[src/rtl/softmax_row_sum_scheduler.sv]
`default_nettype none
// ============================================================================
// Module      : softmax_row_sum_scheduler
// Description : Issues rows to the 64-lane pipelined tree-sum accumulator.
//               Each issued row is tagged, and the tag is paired with the sum
//               that returns ACC_LAT cycles later. Paired results are buffered
//               behind a valid/ready port. The accumulator cannot stall, so
//               row admission is limited by credit. An optional stall-cycle
//               counter is enabled by defining SCHED_STALL_CNT_EN.
// Revision    : 1.0 - initial release
// ============================================================================
module softmax_row_sum_scheduler #(
    parameter int SUM_W     = 24,
    parameter int ID_W      = 6,
    parameter int RES_DEPTH = 8,
    parameter int ACC_LAT   = 7
) (
    input  logic             clk,
    input  logic             rst_n,
    input  logic             row_valid,
    output logic             row_ready,
    input  logic [ID_W-1:0]  row_id,
    input  logic             row_last,
    output logic             acc_start,
    input  logic [SUM_W-1:0] acc_sum_in,
    input  logic             acc_sum_valid,
    output logic             res_valid,
    input  logic             res_ready,
    output logic [SUM_W-1:0] res_sum,
    output logic [ID_W-1:0]  res_id,
    output logic             res_last,
    output logic             done,
    output logic             busy,
`ifdef SCHED_STALL_CNT_EN
    output logic [31:0]      stall_cnt,
`endif
    output logic             err_protocol
);

    localparam int PTR_W = (RES_DEPTH > 1) ? $clog2(RES_DEPTH) : 1;
    localparam int OCC_W = $clog2(RES_DEPTH) + 1;

    localparam logic [OCC_W-1:0] c_depth   = OCC_W'(RES_DEPTH);
    localparam logic [OCC_W-1:0] c_occ_one = OCC_W'(1);
    localparam logic [PTR_W-1:0] c_ptr_one = PTR_W'(1);

    localparam logic [1:0] c_st_idle  = 2'd0;
    localparam logic [1:0] c_st_run   = 2'd1;
    localparam logic [1:0] c_st_drain = 2'd2;

    // Control state
    logic [1:0]         r_state;
    logic [1:0]         w_state_nxt;
    logic               r_out_en;      // low for the first cycle after reset so all outputs read 0
    logic [OCC_W-1:0]   r_occ;         // rows in flight plus results buffered
    logic [OCC_W-1:0]   w_occ_nxt;
    logic [ACC_LAT-1:0] r_exp;         // one bit per issued row, travelling with the accumulator
    logic [ACC_LAT-1:0] w_exp_nxt;
    logic               r_err;

    // Tag FIFO: rows issued but not yet returned
    logic [ID_W-1:0]      r_tag_id [RES_DEPTH];
    logic [RES_DEPTH-1:0] r_tag_last;
    logic [PTR_W-1:0]     r_tag_wp;
    logic [PTR_W-1:0]     r_tag_rp;

    // Result FIFO
    logic [SUM_W-1:0]     r_res_sum [RES_DEPTH];
    logic [ID_W-1:0]      r_res_id  [RES_DEPTH];
    logic [RES_DEPTH-1:0] r_res_last;
    logic [PTR_W-1:0]     r_res_wp;
    logic [PTR_W-1:0]     r_res_rp;
    logic [OCC_W-1:0]     r_res_cnt;

    // Datapath / handshake wires
    logic w_tail;
    logic w_ret_ok;
    logic w_res_pop;
    logic w_res_full;
    logic w_res_push;
    logic w_lost;
    logic w_err_evt;
    logic w_head_last;

    // Admission and issue
    assign row_ready = r_out_en & (r_state != c_st_drain) & (r_occ < c_depth);
    assign acc_start = row_valid & row_ready;

    // Return pairing: the expect-shift tail marks the cycle a sum is due
    assign w_tail     = r_exp[ACC_LAT-1];
    assign w_ret_ok   = w_tail & acc_sum_valid;
    assign w_res_pop  = res_valid & res_ready;
    assign w_res_full = (r_res_cnt == c_depth);
    // A full buffer still accepts a write when its head leaves in the same cycle
    assign w_res_push = w_ret_ok & (~w_res_full | w_res_pop);
    // A due row that produces no buffered result gives its credit back here
    assign w_lost     = w_tail & ~w_res_push;
    assign w_err_evt  = (acc_sum_valid & ~w_tail)
                      | (w_tail & ~acc_sum_valid)
                      | (w_ret_ok & ~w_res_push);

    // Output port
    assign res_valid    = (r_res_cnt != '0);
    assign w_head_last  = r_res_last[r_res_rp];
    assign res_sum      = res_valid ? r_res_sum[r_res_rp] : '0;
    assign res_id       = res_valid ? r_res_id[r_res_rp]  : '0;
    assign res_last     = res_valid & w_head_last;
    assign done         = (r_state == c_st_drain) & w_res_pop & w_head_last;
    assign busy         = (r_state != c_st_idle);
    assign err_protocol = r_err;

    assign w_occ_nxt = r_occ
                     + (acc_start ? c_occ_one : '0)
                     - (w_res_pop ? c_occ_one : '0)
                     - (w_lost    ? c_occ_one : '0);

    generate
        if (ACC_LAT == 1) begin : g_exp_lat1
            assign w_exp_nxt = acc_start;
        end else begin : g_exp_latn
            assign w_exp_nxt = {r_exp[ACC_LAT-2:0], acc_start};
        end
    endgenerate

    // Next-state logic: IDLE -> RUN -> DRAIN -> IDLE, skipping RUN for a single-row matrix
    always_comb begin
        w_state_nxt = r_state;
        case (r_state)
            c_st_idle: begin
                if (acc_start) begin
                    w_state_nxt = row_last ? c_st_drain : c_st_run;
                end
            end
            c_st_run: begin
                if (acc_start && row_last) begin
                    w_state_nxt = c_st_drain;
                end
            end
            c_st_drain: begin
                if (done) begin
                    w_state_nxt = c_st_idle;
                end
            end
            default: w_state_nxt = c_st_idle;
        endcase
    end

    // Control registers: state, credit count, expect-shift and sticky error
    always_ff @(posedge clk) begin
        if (!rst_n) begin
            r_state  <= c_st_idle;
            r_out_en <= 1'b0;
            r_occ    <= '0;
            r_exp    <= '0;
            r_err    <= 1'b0;
        end else begin
            r_state  <= w_state_nxt;
            r_out_en <= 1'b1;
            r_occ    <= w_occ_nxt;
            r_exp    <= w_exp_nxt;
            if (w_err_evt) begin
                r_err <= 1'b1;
            end
        end
    end

    // Tag FIFO pointers: push on issue, pop whenever a sum is due
    always_ff @(posedge clk) begin
        if (!rst_n) begin
            r_tag_wp <= '0;
            r_tag_rp <= '0;
        end else begin
            if (acc_start) begin
                r_tag_wp <= r_tag_wp + c_ptr_one;
            end
            if (w_tail) begin
                r_tag_rp <= r_tag_rp + c_ptr_one;
            end
        end
    end

    // Tag FIFO storage
    always_ff @(posedge clk) begin
        if (acc_start) begin
            r_tag_id[r_tag_wp]   <= row_id;
            r_tag_last[r_tag_wp] <= row_last;
        end
    end

    // Result FIFO pointers and fill count
    always_ff @(posedge clk) begin
        if (!rst_n) begin
            r_res_wp  <= '0;
            r_res_rp  <= '0;
            r_res_cnt <= '0;
        end else begin
            if (w_res_push) begin
                r_res_wp <= r_res_wp + c_ptr_one;
            end
            if (w_res_pop) begin
                r_res_rp <= r_res_rp + c_ptr_one;
            end
            if (w_res_push && !w_res_pop) begin
                r_res_cnt <= r_res_cnt + c_occ_one;
            end else if (!w_res_push && w_res_pop) begin
                r_res_cnt <= r_res_cnt - c_occ_one;
            end
        end
    end

    // Result FIFO storage: returned sum joined with the oldest outstanding tag
    always_ff @(posedge clk) begin
        if (w_res_push) begin
            r_res_sum[r_res_wp]  <= acc_sum_in;
            r_res_id[r_res_wp]   <= r_tag_id[r_tag_rp];
            r_res_last[r_res_wp] <= r_tag_last[r_tag_rp];
        end
    end

`ifdef SCHED_STALL_CNT_EN
    logic [31:0] r_stall_cnt;

    // Saturating count of cycles a row waited for admission
    always_ff @(posedge clk) begin
        if (!rst_n || done) begin
            r_stall_cnt <= '0;
        end else if (row_valid && !row_ready && (r_stall_cnt != 32'hFFFF_FFFF)) begin
            r_stall_cnt <= r_stall_cnt + 32'd1;
        end
    end

    assign stall_cnt = r_stall_cnt;
`endif

endmodule
`default_nettype wire

[config.mk]
export PLATFORM = sky130hd
export DESIGN_NAME = softmax_row_sum_scheduler
export DESIGN_NICKNAME = d
export VERILOG_FILES = /design/src/rtl/softmax_row_sum_scheduler.sv
export SDC_FILE = /design/constraint.sdc
export NUM_CORES = 1
export LEC_CHECK = 0
export ABC_CLOCK_PERIOD_IN_PS = 4000
export CORE_ASPECT_RATIO = 0.7
export CORE_MARGIN = 5
export CORE_UTILIZATION = 51
export CTS_BUF_LIST = sky130_fd_sc_hd__clkbuf_16
export CTS_CLUSTER_DIAMETER = 100
export DETAILED_ROUTE_END_ITERATION = 6
export PLACE_DENSITY = 0.79
export SLEW_MARGIN = 15
export SYNTH_ARGS = -nofsm -noshare
export SYNTH_HDL_FRONTEND = slang
export SYNTH_SLANG_ARGS = --single-unit
[constraint.sdc]
create_clock -name clk -period 4 [get_ports clk]
set_clock_uncertainty 0.05 [all_clocks]
set_input_delay 1.2 -clock clk [delete_from_list [all_inputs] [get_ports clk]]
set_output_delay 1.2 -clock clk [all_outputs]
set_load 0.005 [all_outputs]
# After elaboration in Yosys (flattened, before gate mapping)
# Memories as Yosys holds them, arrays and structs flattened. A register that Yosys moved wholly into a read port is not among the register bits.
# Index checks and enable logic that the tools add are counted.
# op_classes
n_addsub	9
mul	0
n_div	0
order_cmp	7
eq_ne	7
shifts	0
n_mux	33
bitwise_logic	20
n_reduce_logical	12
# ops
op	n
2-to-1 mux 24 bit	1
2-to-1 mux 3 bit	6
bitwise mux 8 bit	2
< comparator 3 x 4 -> 1 bit (second input constant)	4
bitwise AND 1 bit	13
adder 3 x 1 -> 3 bit (second input constant)	4
2-to-1 mux 1 bit	12
2-to-1 mux 2 bit	4
2-to-1 mux 4 bit	2
inequality test 2 bit (second input constant)	4
subtractor 4 x 1 -> 4 bit	2
binary-select mux 1 bit (select 3 bit)	2
demux 1 bit (select 3 bit)	2
greater-or-equal comparator 3 x 1 -> 1 bit (second input constant)	2
2-to-1 mux 6 bit	1
one-hot mux 2 bit (3 select lines)	1
logical AND 1 bit	5
adder 4 x 1 -> 4 bit	1
adder 4 x 1 -> 4 bit (second input constant)	1
equality test 4 bit (second input constant)	1
< comparator 4 bit (second input constant)	1
inverter 1 bit	4
nonzero test 2 bit	2
nonzero test 4 bit	1
7 further kinds	10
# word_totals
regBits	47
latch_bits	0
mem_bits_rw	288
rom_bits	0
inputBits	36
elab_cells	103
memories	3
# memory_table
memory	words	word_bits	read_ports	rd_clocked_by_memory_dff	wr	line_no	rtl
r_res_sum	8	24	1	1	1	68	logic [SUM_W-1:0] r_res_sum [RES_DEPTH];
r_res_id	8	6	1	1	1	69	logic [ID_W-1:0] r_res_id [RES_DEPTH];
r_tag_id	8	6	1	1	1	62	logic [ID_W-1:0] r_tag_id [RES_DEPTH];

# Depth between registers and ports, before layout
# logic_depth
ltp_word	8
mapped_depth	14
depth_no_buf	14

# Worst setup path after synthesis
# Ideal clock, no wire load.
# synth_path
path_kind	input-to-reg
startpoint	input port acc_sum_valid
endpoint	memory r_res_id[0][0], enable pin
setup_time_ns	0.458
arrival_ns	3.824
required_ns	3.492
setup_slack_ns	-0.332
stages	5
path_buffers	0
path_cell_list	ha_1 -> o21ai_1 -> inv_2 -> nand2b_1 -> nor3_1
# synth_via
elab_chain_cells	4
# synth_lines
item	line_no	rtl
start, declared	26	input logic acc_sum_valid,
bitwise AND 1 bit	91	assign w_ret_ok = w_tail & acc_sum_valid;
bitwise AND 1 bit	95	assign w_res_push = w_ret_ok & (~w_res_full | w_res_pop);
named net w_res_push	80	logic w_res_push;
2-to-1 mux 1 bit	213	if (w_res_push) begin
2-to-1 mux 1 bit (implied by the code)	215	r_res_id[r_res_wp] <= r_tag_id[r_tag_rp];
end, declared	69	
# The timed path passes the listed nets, and every way through them passes these cells.

# Worst setup path after layout
# layout_path
startpoint	input port res_ready
endpoint	output port done
# layout_via
elab_chain_cells	3
# layout_lines
item	line_no	rtl
start, declared	28	input logic res_ready,
bitwise AND 1 bit	92	assign w_res_pop = res_valid & res_ready;
bitwise AND 1 bit (2 in a row)	108	assign done = (r_state == c_st_drain) & w_res_pop & w_head_last;
end, declared	32	output logic done,
# Every way passes these cells.

==> out/summary.md <==
Of the cells placed in the final design, the portion with a size suffix greater than 1 is 22.02%. The number of buffers and inverters on the critical path is 3. The number of buffer cells added on primary ports was 72. The initial core utilization was 51.41%.

The growth of design area from synthesis to finish was 17.93%; the total global routing track utilization was 17.01%. The synthesized net count was 694. The Yosys step of the flow raised 0 warnings. The number of nets with antenna violations after routing came out at 0. Dividing the synthesized area by the synthesized cell count gives 20.36 µm². The largest buffer count on any clock path came out at 3. In this design, the largest share of critical-path delay is due to buffers and inverters.

For hold timing, the worst endpoint is r_exp[4]. The fill cell total of the finished layout was 1791; the headroom to the max-slew limit was 38.20%. For the pin with the worst max-slew slack, the measured transition is 924.1 ps. Setup repair after global routing left no endpoint under its margin. In this run the clock root is driven by a sky130_fd_sc_hd__clkbuf_16. The most frequent cell on the critical path is sky130_fd_sc_hd__clkdlybuf4s50_1. The slowest stage of the critical path is the sky130_fd_sc_hd__clkdlybuf4s50_1 cell. The area enclosed by the die boundary was 0.02907 mm². For the register-to-register setup slack, the log shows 810 ps.

The clock-pin slew on the worst setup and hold paths was 60 ps. The tools report the area of the mapped netlist as 0.01311 mm². In this run the critical register-to-register path is launched from r_res_cnt[0]. The floorplan has 49 rows.

By startpoint and endpoint, the worst setup path is classified as primary input to output port. After detailed routing, the number of remaining DRC violations is 0. The tools report the internal power component as 6.295 mW. The total overflow left after global routing is 0. Power per cell area: 537.0 mW/mm². The chip width is 201.7 µm.

Number of endpoints with negative hold slack in the final report: 0. The data required time of the worst path was 2750 ps. After detailed routing, the average wire length per cell comes to 22.35 µm.

The path depth of the worst reg2reg path was 15; the shortest period the worst path allows was 3860 ps. Detailed routing inserted a total of 6257 vias. The design draws 8.305 mW. TritonCTS built the clock tree.

Net switching is 24.19% of the power. After synthesis, the netlist uses 42 different library cells. The area of the placeable core was 0.02550 mm². For this design, the sink count on the clock tree is 341. The proportion of power drawn by combinational gates is 19.6%, and the number of DRC markers after the initial detailed-route iteration is 435. Summed over all cells, the static leakage comes to 4.858 nW. The sequential fraction of the synthesis area was 75.27%.

The critical path's largest stage delay was 530 ps; the global-route wire length before repair was 38190 µm. The kind of launch point of the worst setup path was a primary input. The peak clock frequency supported by timing is 0.2591 GHz, and the count of mapped cells out of synthesis is 644. The maximum level of the CTS H-tree is 1, and the instance count along the most critical hold path is 1. Number of global-route vias before repair: 6641. Die span in y: 144.2 µm. Along the worst path, the maximum fanout reaches 5.

Half-perimeter wire length after detailed placement: 14800 µm. IR analysis of the VDD net gives a maximum drop of 0.4676 mV. The largest net degree at the start of global routing came out at 61.

The run finished with clean final reports. After routing, the total negative slack on setup checks comes to 0 ps. For this design the total switching power over the nets is 2.009 mW. After the last flow step, the layout net total stands at 799. The number of max-slew violations in the final report is 0. The synthesized design contains 341 register bits. The signal on the critical path passes through clkdlybuf4s50_1, buf_4, nand2_2, nor3b_2, clkdlybuf4s50_1. The number of optimization iterations in the first detailed-route pass was 5; the weighted congestion at the end of routability-driven global placement was 0.8032. The tools report the initial antenna violation count as 1.

The number of buffers inserted during clock tree synthesis was 30. Path class of the lowest-slack min-delay path: flop to flop. The worst path uses 96.49% of the clock period. Clock latency on the worst-skew pair, taken at its later pin, is 550 ps. The terminus of the critical flop-to-flop path is r_occ[3]. The number of setup violations in the final report is 0. Leaving out fill and tap cells, the most frequent cells in the layout are sky130_fd_sc_hd__edfxtp_1 (304), sky130_fd_sc_hd__mux4_2 (74), sky130_fd_sc_hd__clkdlybuf4s50_1 (72).

Leaving out fill and tap cells, the most frequent cell in the layout is sky130_fd_sc_hd__edfxtp_1. The clock network is responsible for 32.1% of the overall power. The worst hold path begins at r_exp[3].

The number of setup buffers added after CTS is 0. Counting buffers and inverters, the worst setup path is 5 cells deep. For the worst setup path, the data arrival time is 2610 ps. The nature of the critical path endpoint is an output port. The via density per instance was 5.668; the part of the power in registers was 48.2%. The tools report the total routed wirelength as 24670 µm. In this run the count of I/O pins placed on the die edge is 73.

The number of max-capacitance violations reported is 0.
[state kept, by name, indices dropped and copies added, names as in the netlist, named ones only]
name,flops
r_tag_wp,3
r_tag_last,8
r_tag_rp,3
r_res_sum,192
err_protocol,1
r_res_wp,3
r_tag_id,48
r_state,2
r_out_en,1
r_res_id,48
r_res_last,8
r_exp,7
r_occ,4
r_res_rp,3
r_res_cnt,4
[metrics by stage]
step	setup slack (ps)	hold slack [ps]	util [%]	instance area, µm²	instances
3_3_place_gp	121.8	365.4	56.88	14510	1047
4_1_cts	40.61	388.6	60.46	15420	1102
5_1_grt	36.42	399.2	60.62	15460	1103
3_5_place_dp	51.94	371.4	56.88	14510	1047
2_1_floorplan	497.4	361.9	-	13120	644
6_report	140.4	383.7	60.63	15460	1104
[synth_stat cells]
| cell | instances | area (µm²) |
|---|---|---|
| sky130_fd_sc_hd__edfxtp_1 | 304 | 9129 |
| sky130_fd_sc_hd__nor2_1 | 40 | 150.1 |
| sky130_fd_sc_hd__fa_1 | 3 | 60.06 |
| sky130_fd_sc_hd__xnor2_1 | 9 | 78.83 |
| sky130_fd_sc_hd__nor3_1 | 7 | 35.03 |
| sky130_fd_sc_hd__inv_2 | 2 | 7.510 |
| sky130_fd_sc_hd__inv_1 | 8 | 30.03 |
| sky130_fd_sc_hd__o31a_1 | 1 | 8.760 |
| sky130_fd_sc_hd__buf_4 | 6 | 45.04 |
| sky130_fd_sc_hd__nor3b_2 | 1 | 12.51 |
| sky130_fd_sc_hd__xor2_1 | 1 | 8.760 |
| sky130_fd_sc_hd__o21a_1 | 1 | 7.510 |
| sky130_fd_sc_hd__a211oi_1 | 1 | 7.510 |
| sky130_fd_sc_hd__o21ai_0 | 3 | 15.01 |
| sky130_fd_sc_hd__and3b_1 | 1 | 8.760 |
| sky130_fd_sc_hd__buf_1 | 2 | 7.510 |
| sky130_fd_sc_hd__nor4_1 | 1 | 6.260 |
| sky130_fd_sc_hd__or3_1 | 2 | 12.51 |
| sky130_fd_sc_hd__a31oi_1 | 2 | 12.51 |
| sky130_fd_sc_hd__nor2b_1 | 4 | 25.02 |
| sky130_fd_sc_hd__a21boi_1 | 3 | 22.52 |
| sky130_fd_sc_hd__nor2_2 | 1 | 6.260 |
| sky130_fd_sc_hd__clkbuf_1 | 19 | 71.32 |
| sky130_fd_sc_hd__mux2_2 | 8 | 90.09 |
| sky130_fd_sc_hd__nand2_1 | 14 | 52.55 |
| sky130_fd_sc_hd__mux2i_1 | 33 | 330.3 |
| sky130_fd_sc_hd__ha_1 | 11 | 137.6 |
| sky130_fd_sc_hd__nand3_1 | 3 | 15.01 |
| sky130_fd_sc_hd__nand4b_2 | 1 | 15.01 |
| sky130_fd_sc_hd__o21ai_1 | 1 | 5.000 |
| sky130_fd_sc_hd__a21oi_1 | 2 | 10.01 |
| sky130_fd_sc_hd__nor3b_1 | 1 | 7.510 |
| sky130_fd_sc_hd__o211ai_1 | 1 | 7.510 |
| sky130_fd_sc_hd__a21boi_0 | 2 | 15.01 |
| sky130_fd_sc_hd__mux4_1 | 2 | 52.55 |
| sky130_fd_sc_hd__mux4_2 | 74 | 1667 |
| sky130_fd_sc_hd__or2_2 | 1 | 6.260 |
| sky130_fd_sc_hd__nand2_2 | 1 | 6.260 |
| sky130_fd_sc_hd__buf_2 | 1 | 5.000 |
| sky130_fd_sc_hd__and2_1 | 21 | 131.4 |
| sky130_fd_sc_hd__dfxtp_1 | 37 | 740.7 |
| sky130_fd_sc_hd__nand2b_1 | 8 | 50.05 |
[worst max path at each step]
| stage | endpoint | startpoint | slack [ps] |
|---|---|---|---|
| after floorplan | r_res_id[2][0] | acc_sum_valid | 500 |
| after global placement | r_occ[3] | res_ready | 120 |
| after detailed placement | r_occ[3] | res_ready | 50 |
| after CTS | res_id[5] | flop | 40 |
| after global routing | res_sum[8] | flop | 40 |
| final | done | res_ready | 140 |
[power groups by stage]
stage / logic [mW] / clock network [mW] / registers, mW
after floorplan: 0.904 / 0 / 4.05
after global placement: 1.60 / 0 / 4.07
after detailed placement: 1.63 / 0 / 4.08
after CTS: 1.65 / 2.72 / 4.00
after global routing: 1.80 / 2.89 / 4.01
final: 1.63 / 2.67 / 4.01
[layout make-up]
| cell class | count | area (µm²) | area share [%] |
|---|---|---|---|
| Tap cell | 331 | 414.1 | 2.678 |
| Inverter | 10 | 37.54 | 0.2427 |
| Clock buffer | 31 | 775.7 | 5.017 |
| Multi-Input combinational cell | 265 | 3149 | 20.37 |
| Timing Repair Buffer | 101 | 1071 | 6.926 |
| Clock inverter | 24 | 137.6 | 0.8900 |
| Sequential cell | 341 | 9876 | 63.86 |
| Antenna cell | 1 | 2.502 | 0.01618 |
[repair_timing]
| action | in CTS | in global routing |
|---|---|---|
| hold buffers | 0 | 0 |
| gates resized for setup | 0 | 3 |
| setup endpoints to repair | 0 | 11 |
[routing by layer]
metal	global-route usage, %	wire length [µm]	up-vias	part of all wire, %
met3	3.228	1428	38	5.8
met1	24.81	10900	3248	44
met5	0	12	-	0.049
met2	27.89	11960	183	48
met4	2.804	375	2	1.5
li1	-	-	2786	-
[cells by family after synthesis]
logic type | Yosys count | share of synthesized area, %
and+or+nand+nor | 107 | 4.122
adders and majority gates | 14 | 1.508
muxes | 117 | 16.32
xor gates and xnor gates | 10 | 0.6680
buffers and inverters | 38 | 1.269
DFF | 341 | 75.27
AOI/OAI and AO/OA | 17 | 0.8492
No activity file was read; power rests on OpenSTA's default activity.
